$ cat src/rtl/mips_defs.sv
// Shared MIPS32 core definitions used by the decode, register-file and write-back stages.
package mips_defs;

    localparam int unsigned DATA_W    = 32;
    localparam int unsigned ADDR_W    = 5;
    localparam logic [4:0]  REG_ZERO  = 5'd0;
    localparam logic [31:0] ZERO_WORD = 32'h0000_0000;

endpackage : mips_defs

$ cat src/rtl/hilo_reg.sv
// HI/LO multiply-result pair: written together, with a same-cycle bypass to the read side.
module hilo_reg
    import mips_defs::*;
#(
    parameter int unsigned DATA_W = mips_defs::DATA_W
) (
    input  logic              clk,
    input  logic              rst,
    input  logic              whilo,
    input  logic [DATA_W-1:0] hi_i,
    input  logic [DATA_W-1:0] lo_i,
    output logic [DATA_W-1:0] hi_o,
    output logic [DATA_W-1:0] lo_o
);

    logic [DATA_W-1:0] hi_q, hi_d;
    logic [DATA_W-1:0] lo_q, lo_d;

    always_comb begin
        hi_d = hi_q;
        lo_d = lo_q;
        if (whilo) begin
            hi_d = hi_i;
            lo_d = lo_i;
        end
    end

    always_ff @(posedge clk) begin
        if (rst) begin
            hi_q <= DATA_W'(ZERO_WORD);
            lo_q <= DATA_W'(ZERO_WORD);
        end else begin
            hi_q <= hi_d;
            lo_q <= lo_d;
        end
    end

    // Bypass lets an mfhi/mflo right after mult see the new product.
    always_comb begin
        hi_o = hi_q;
        lo_o = lo_q;
        if (rst) begin
            hi_o = DATA_W'(ZERO_WORD);
            lo_o = DATA_W'(ZERO_WORD);
        end else if (whilo) begin
            hi_o = hi_i;
            lo_o = lo_i;
        end
    end

endmodule : hilo_reg

$ cat src/rtl/regfile.sv
// MIPS32 general-purpose register file ($0 hardwired to zero), two async read ports
// with write-back bypass, plus the HI/LO pair.
module regfile
    import mips_defs::*;
#(
    parameter int unsigned DATA_W = mips_defs::DATA_W,
    parameter int unsigned ADDR_W = mips_defs::ADDR_W
) (
    input  logic              clk,
    input  logic              rst,
    input  logic              rreg1,
    input  logic [ADDR_W-1:0] ra1,
    output logic [DATA_W-1:0] rd1,
    input  logic              rreg2,
    input  logic [ADDR_W-1:0] ra2,
    output logic [DATA_W-1:0] rd2,
    input  logic              we,
    input  logic [ADDR_W-1:0] wa,
    input  logic [DATA_W-1:0] wd,
    input  logic              whilo,
    input  logic [DATA_W-1:0] hi_i,
    input  logic [DATA_W-1:0] lo_i,
    output logic [DATA_W-1:0] hi_o,
    output logic [DATA_W-1:0] lo_o
);

    localparam int unsigned NREGS = 1 << ADDR_W;

    logic [DATA_W-1:0] regs_q [NREGS];
    logic [DATA_W-1:0] regs_d [NREGS];

    always_comb begin
        regs_d = regs_q;
        if (we && (wa != ADDR_W'(REG_ZERO))) begin
            regs_d[wa] = wd;
        end
    end

    always_ff @(posedge clk) begin
        if (rst) begin
            for (int unsigned i = 0; i < NREGS; i++) begin
                regs_q[ADDR_W'(i)] <= DATA_W'(ZERO_WORD);
            end
        end else begin
            regs_q <= regs_d;
        end
    end

    // Address 0 is forced to zero ahead of the bypass so a discarded $0 write never leaks.
    always_comb begin
        if (rst || !rreg1 || (ra1 == ADDR_W'(REG_ZERO))) begin
            rd1 = DATA_W'(ZERO_WORD);
        end else if (we && (wa == ra1)) begin
            rd1 = wd;
        end else begin
            rd1 = regs_q[ra1];
        end
    end

    always_comb begin
        if (rst || !rreg2 || (ra2 == ADDR_W'(REG_ZERO))) begin
            rd2 = DATA_W'(ZERO_WORD);
        end else if (we && (wa == ra2)) begin
            rd2 = wd;
        end else begin
            rd2 = regs_q[ra2];
        end
    end

    hilo_reg #(
        .DATA_W(DATA_W)
    ) u_hilo_reg (
        .clk  (clk),
        .rst  (rst),
        .whilo(whilo),
        .hi_i (hi_i),
        .lo_i (lo_i),
        .hi_o (hi_o),
        .lo_o (lo_o)
    );

endmodule : regfile

$ cat config.mk
export PLATFORM = sky130hd
export DESIGN_NAME = regfile
export DESIGN_NICKNAME = d
export VERILOG_FILES = /design/src/rtl/mips_defs.sv /design/src/rtl/hilo_reg.sv /design/src/rtl/regfile.sv
export SDC_FILE = /design/constraint.sdc
export NUM_CORES = 2
export LEC_CHECK = 0
export BUFFER_PORTS_ARGS = -buffer_cell sky130_fd_sc_hd__buf_2
export CAP_MARGIN = 0
export CORE_MARGIN = 2
export CORE_UTILIZATION = 40
export DETAILED_ROUTE_END_ITERATION = 8
export PLACE_DENSITY = 0.63
export SYNTH_ARGS = -nofsm -noshare
export SYNTH_HDL_FRONTEND = slang
export SYNTH_SLANG_ARGS = --single-unit
$ cat constraint.sdc
create_clock -name clk -period 5.2 [get_ports clk]
set_input_delay 1.56 -clock clk [delete_from_list [all_inputs] [get_ports clk]]
set_output_delay 1.56 -clock clk [all_outputs]
set_load 0.005 [all_outputs]
### Word level (Yosys, flattened, before mapping)

Index checks and enable logic that the tools add are counted.
W data, S select, Z words.

| word-level totals | value |
|---|---|
| register bits after elaboration | 1088 |
| bits of input ports | 117 |
| output and inout bits | 128 |
| logic and storage cells | 73 |

| operators by class | value |
|---|---|
| magnitude comparators | 4 |
| eq/ne operators | 2 |
| muxes and demuxes | 17 |
| bitwise operators | 3 |
| reduce and logical (&&, ||, !) cells | 13 |

Operators with widths:

| cell | number |
|---|---|
| $bwmux W1024 | 1 |
| $mux W32 | 13 |
| $bmux W32 S5 | 2 |
| $demux W32 S5 | 1 |
| $ge A6 B6 Y1 const B | 3 |
| $not A5 Y6 | 3 |
| $eq A5 B5 Y1 | 2 |
| $logic_not A5 Y1 | 2 |
| $lt A6 B1 Y1 const B | 1 |
| $reduce_bool A5 Y1 | 1 |
| $logic_and A1 B1 Y1 | 4 |
| $logic_or A1 B1 Y1 | 4 |
| $logic_not A1 Y1 | 2 |

### Longest topological paths before layout

| logic depth | value |
|---|---|
| word-level depth | 6 |
| mapped depth | 9 |
| gate-level depth less buffers | 5 |

### Hierarchy

A second synthesis with hierarchy kept.

| second synthesis, totals | value |
|---|---|
| cell total of the unflattened synthesis | 6418 |
| area, all modules | 54727.5 µm² |

Modules (own cells, without submodules):

| module | instances | cells each | area an instance (µm²) | sequential area each (µm²) |
|---|---|---|---|---|
| regfile | 1 | 6212 | 52436.5 | 20499.7 |
| hilo_reg | 1 | 206 | 2290.9 | 1281.2 |

### Worst setup path before layout

OpenSTA, ideal clock, no wires.

| path | value |
|---|---|
| path kind | input to output |
| start | input port ra2[1] |
| end | output port rd2[10] |
| arrival | 3.113 ns |
| required time | 3.640 ns |
| setup slack | 0.527 ns |
| stages on the path | 7 |
| buffers on the path | 3 |
| path through | buf_4 > buf_2 > clkbuf_1 > mux4_2 > a22oi_1 > nand2_1 > a211o_1 |

| on the way | value |
|---|---|
| word-level cells in the longest chain between the ends | 6 |
| elaborated cells between the ends (all ways) | 10 |
| classes of those cells | eq/ne: 1; mux: 5; bitwise: 1; reduce/logical: 3 |

Ends and longest elaborated chain:

| what | line | text |
|---|---|---|
| from (decl) | regfile.sv:15 | `input logic [ADDR_W-1:0] ra2,` |
| $not A5 Y6 (not written as such) | regfile.sv:66 | `rd2 = regs_q[ra2];` |
| $bmux W32 S5 | regfile.sv:66 |  |
| $mux W32 (not written as such) (2 in a row) | regfile.sv:66 |  |
| $mux W32 | regfile.sv:63 | `end else if (we && (wa == ra2)) begin` |
| $mux W32 (*) | regfile.sv:61 | `if (rst \|\| !rreg2 \|\| (ra2 == ADDR_W'(REG_ZERO))) begin` |
| to (decl) | regfile.sv:16 | `output logic [DATA_W-1:0] rd2,` |

Every way passes the cells marked *; elsewhere a longest branch is shown, timed or not. The select of a mux whose other input is x is not followed.

### Final worst setup path

| path | value |
|---|---|
| start | input port ra1[0] |
| end | output port rd1[29] |

| on the way | value |
|---|---|
| word-level cells in the longest chain between the ends | 6 |
| elaborated cells between the ends (all ways) | 10 |
| classes of those cells | eq/ne: 1; mux: 5; bitwise: 1; reduce/logical: 3 |

Ends and longest elaborated chain:

| what | line | text |
|---|---|---|
| from (decl) | regfile.sv:12 | `input logic [ADDR_W-1:0] ra1,` |
| $not A5 Y6 (not written as such) | regfile.sv:56 | `rd1 = regs_q[ra1];` |
| $bmux W32 S5 | regfile.sv:56 |  |
| $mux W32 (not written as such) (2 in a row) | regfile.sv:56 |  |
| $mux W32 | regfile.sv:53 | `end else if (we && (wa == ra1)) begin` |
| $mux W32 (*) | regfile.sv:51 | `if (rst \|\| !rreg1 \|\| (ra1 == ADDR_W'(REG_ZERO))) begin` |
| to (decl) | regfile.sv:13 | `output logic [DATA_W-1:0] rd1,` |

Marked as above.

==> impl_metrics.toml <==
[status]
outcome = "finished, violations left"
violations = "setup timing"

[floorplan]
rows = 136
die_x_um = 376.6
floorplan.initialDensity_pct = 40.34
dieArea_mm2 = 0.1418
ios = 245
die_y_um = 376.6
core-area_mm2 = 0.1377

[cells_and_area]
drive_above_1_share_pct = 19.98
mostFrequentLayoutCells = "2155 x nand2_1, 1088 x dfxtp_1, 1024 x a21oi_1"
nets = 6684
fin_cells = 8459
layout_commonest_cell = "nand2_1"
num-fill-cells = 12900
area_growth_pct = 15.80
fin_area_mm2 = 0.06431

[setup_path]
path_max_fanout = 22
critPathArrivalTime_ps = 3670
path_class = "input pin to primary output"
crit_required_ps = 3640
worstSetupStartpointType = "input pin"
endpoint_kind = "primary output"

[route]
drt_wl_total_um = 212600
vias = 51630
viasPerCell = 6.103
drtIter0Drc = 5994
wl_per_cell_um = 25.14
dr.pass1.iters = 6
drc_errors = 0
ant_nets = 0

[power]
vdd_drop_max_mv = 0.2609
finalPower_mw = 19.00
p_per_area_mw_per_mm2 = 295.4
p_leak_nw = 22.76

[timing]
rsz0062_at_grt = "true"
hold_viol = 0
tightest_slew_ps = 1239
timing.final.crit_period_ps = 5232
skew_ps = 0
setup_slack_ps = -31.68
slew_violations = 0
max_freq_mhz = 191.1
finalSetupViolations = 3
maxSlewHeadroom_pct = 17.40
finalCritPeriodShare_pct = 100.6

[global_routing]
first_global_vias = 49150
grt_use_total_pct = 28.81
grt_overflow = 0
grt_max_degree = 213
grt_pass1_wl_um = 311900
antenna_found_initial = 7

[synth]
synth.distinct_cells = 51
syn-num-nets = 6655
synthArstFlopShare_pct = 0
ys.flop_type = "dfxtp_1"
synth_edf_count = 0
syn-instance-count = 6538
synth_seq_area_share_pct = 39.22
avgSynthCellArea_um2 = 8.495
syn_area_mm2 = 0.05554
yosys_warnings = 0
yosys_register_bits = 1088

[place]
dpl_cell_area_mm2 = 0.06007
gp_congestion = 0.8874
dpl.hpwl_um = 129500
placed_cells = 8242
io_buffers = 244

[clock_network]
cts_sinks = 1088
cts_root_buf = "clkbuf_16"
cts_hold_buf = 0
cts_tree = "yes"
clk_latency_ps = 740
cts_buffers = 111
clock_path_buffers = 3
worst_setup_hold_path_clk_slew_ps = 60
htreeDepth = 3

[min_path]
hold_path.class = "register to register"

[job]
drv_cap = 0
==> worst max-delay path: stages <==
cell      delay [ps]
buf_16           180
buf_16           240
mux4_2           520
mux2_2           270
o211ai_1         380
nand3_1          230
buf_2            180
==> cell usage after synthesis, types with 3 or more instances <==
master     count  area [µm²]
mux2_2        96        1081
a2111oi_0     32       280.3
inv_2          3       11.26
o22ai_1       32       200.2
nor3b_1        3       22.52
a21bo_1        4       40.04
o21a_1        32       240.2
a221oi_1     128        1121
o21ai_0       32       160.2
buf_4         33       247.7
a21bo_2       28       280.3
and3_1         3       18.77
a21oi_1     1024        5125
xor2_1         6       52.55
nand3b_1       3       22.52
a211oi_1      32       240.2
nor3_1         4       20.02
o21bai_1      32       240.2
nand2_1     2181        8187
buf_2        115       575.6
a211o_1       32       280.3
buf_1         31       116.4
clkbuf_1     482        1809
a22oi_1       64       480.5
dfxtp_1     1088       21780
o211ai_1      32       240.2
mux2i_1      384        3844
buf_6         18       202.7
nor2_1        96       360.4
and2_1        38       237.7
nor2b_1       68       425.4
nand3_1       35       175.2
mux4_2       320        7207
==> layer usage <==
| metal | GRT usage, % | wire (µm) |
|---|---|---|
| met1 | 36.25 | 82770 |
| met4 | 16.14 | 11920 |
| met2 | 46.36 | 97530 |
| met5 | 0 | 27 |
| met3 | 5.511 | 20390 |
==> path summary, 6_finish.rpt <==
| path | start | to | cells past startpoint | slack [ps] |
|---|---|---|---|---|
| min | regs_q[314]$_SDFFE_PP0P_ | regs_q[314]$_SDFFE_PP0P_ | 2 | 460 |
| max | ra1[0] | rd1[29] | 7 | -30 |
| min reg2reg | regs_q[314]$_SDFFE_PP0P_ | regs_q[314]$_SDFFE_PP0P_ | 2 | 460 |
| max reg2reg | regs_q[274]$_SDFFE_PP0P_ | regs_q[274]$_SDFFE_PP0P_ | 2 | 4470 |
==> cells by family (layout without fill, tap and decap cells) <==
group	after synthesis	in the layout	synth area share, %
buffers and inverters	684	806	5.351
flip-flops	1088	1088	39.22
AO/OA/AOI/OAI	1510	1510	16.18
other	0	5	0
XOR/XNOR	8	8	0.1262
AND/OR/NAND/NOR	2448	2448	17.28
multiplexers	800	800	21.84
==> where the power goes <==
group	leakage, nW	switching [mW]	internal [mW]
registers	8.78	0.0495	8.42
logic	12.1	1.22	0.668
clock network	1.92	3.64	5.00
total	22.8	4.91	14.1
==> repair_timing <==
| item | in CTS | in global routing |
|---|---|---|
| setup buffers | 0 | 5 |
| cloned | 0 | 1 |
| resized for setup | 18 | 37 |
| hold endpoints to repair | 0 | 0 |
| endpoints found under the setup margin | 18 | 23 |
==> flip-flops by register name, summed over array words and instances (netlist names) <==
signal	count
regs_q	1024
u_hilo_reg.lo_q	32
u_hilo_reg.hi_q	32
==> metrics by stage <==
| stage | util, % | TNS [ps] | worst slack [ps] | hold slack, ps |
|---|---|---|---|---|
| global placement | 43.64 | -824.1 | -204.5 | 449.3 |
| finish | 46.72 | -41.39 | -31.68 | 463.4 |
| detailed placement | 43.64 | -892.8 | -207.1 | 457.0 |
| floorplan | - | 0 | 527.5 | 441.8 |
| global route | 46.72 | -59.56 | -43.60 | 476.8 |
| CTS | 46.53 | 0 | 31.80 | 465.3 |
==> area by class of cell <==
cell class	instances	area, µm²	share of cell area (%)
inverters	4	16.27	0.02529
well taps	1794	2245	3.490
multi-input cells	4766	31260	48.61
clock inverters	50	656.9	1.021
clock buffers	156	3247	5.048
repair buffers	596	5094	7.920
diodes	5	12.51	0.01945
flip-flops and latches	1088	21780	33.87
(Power assumes the default switching activity.)
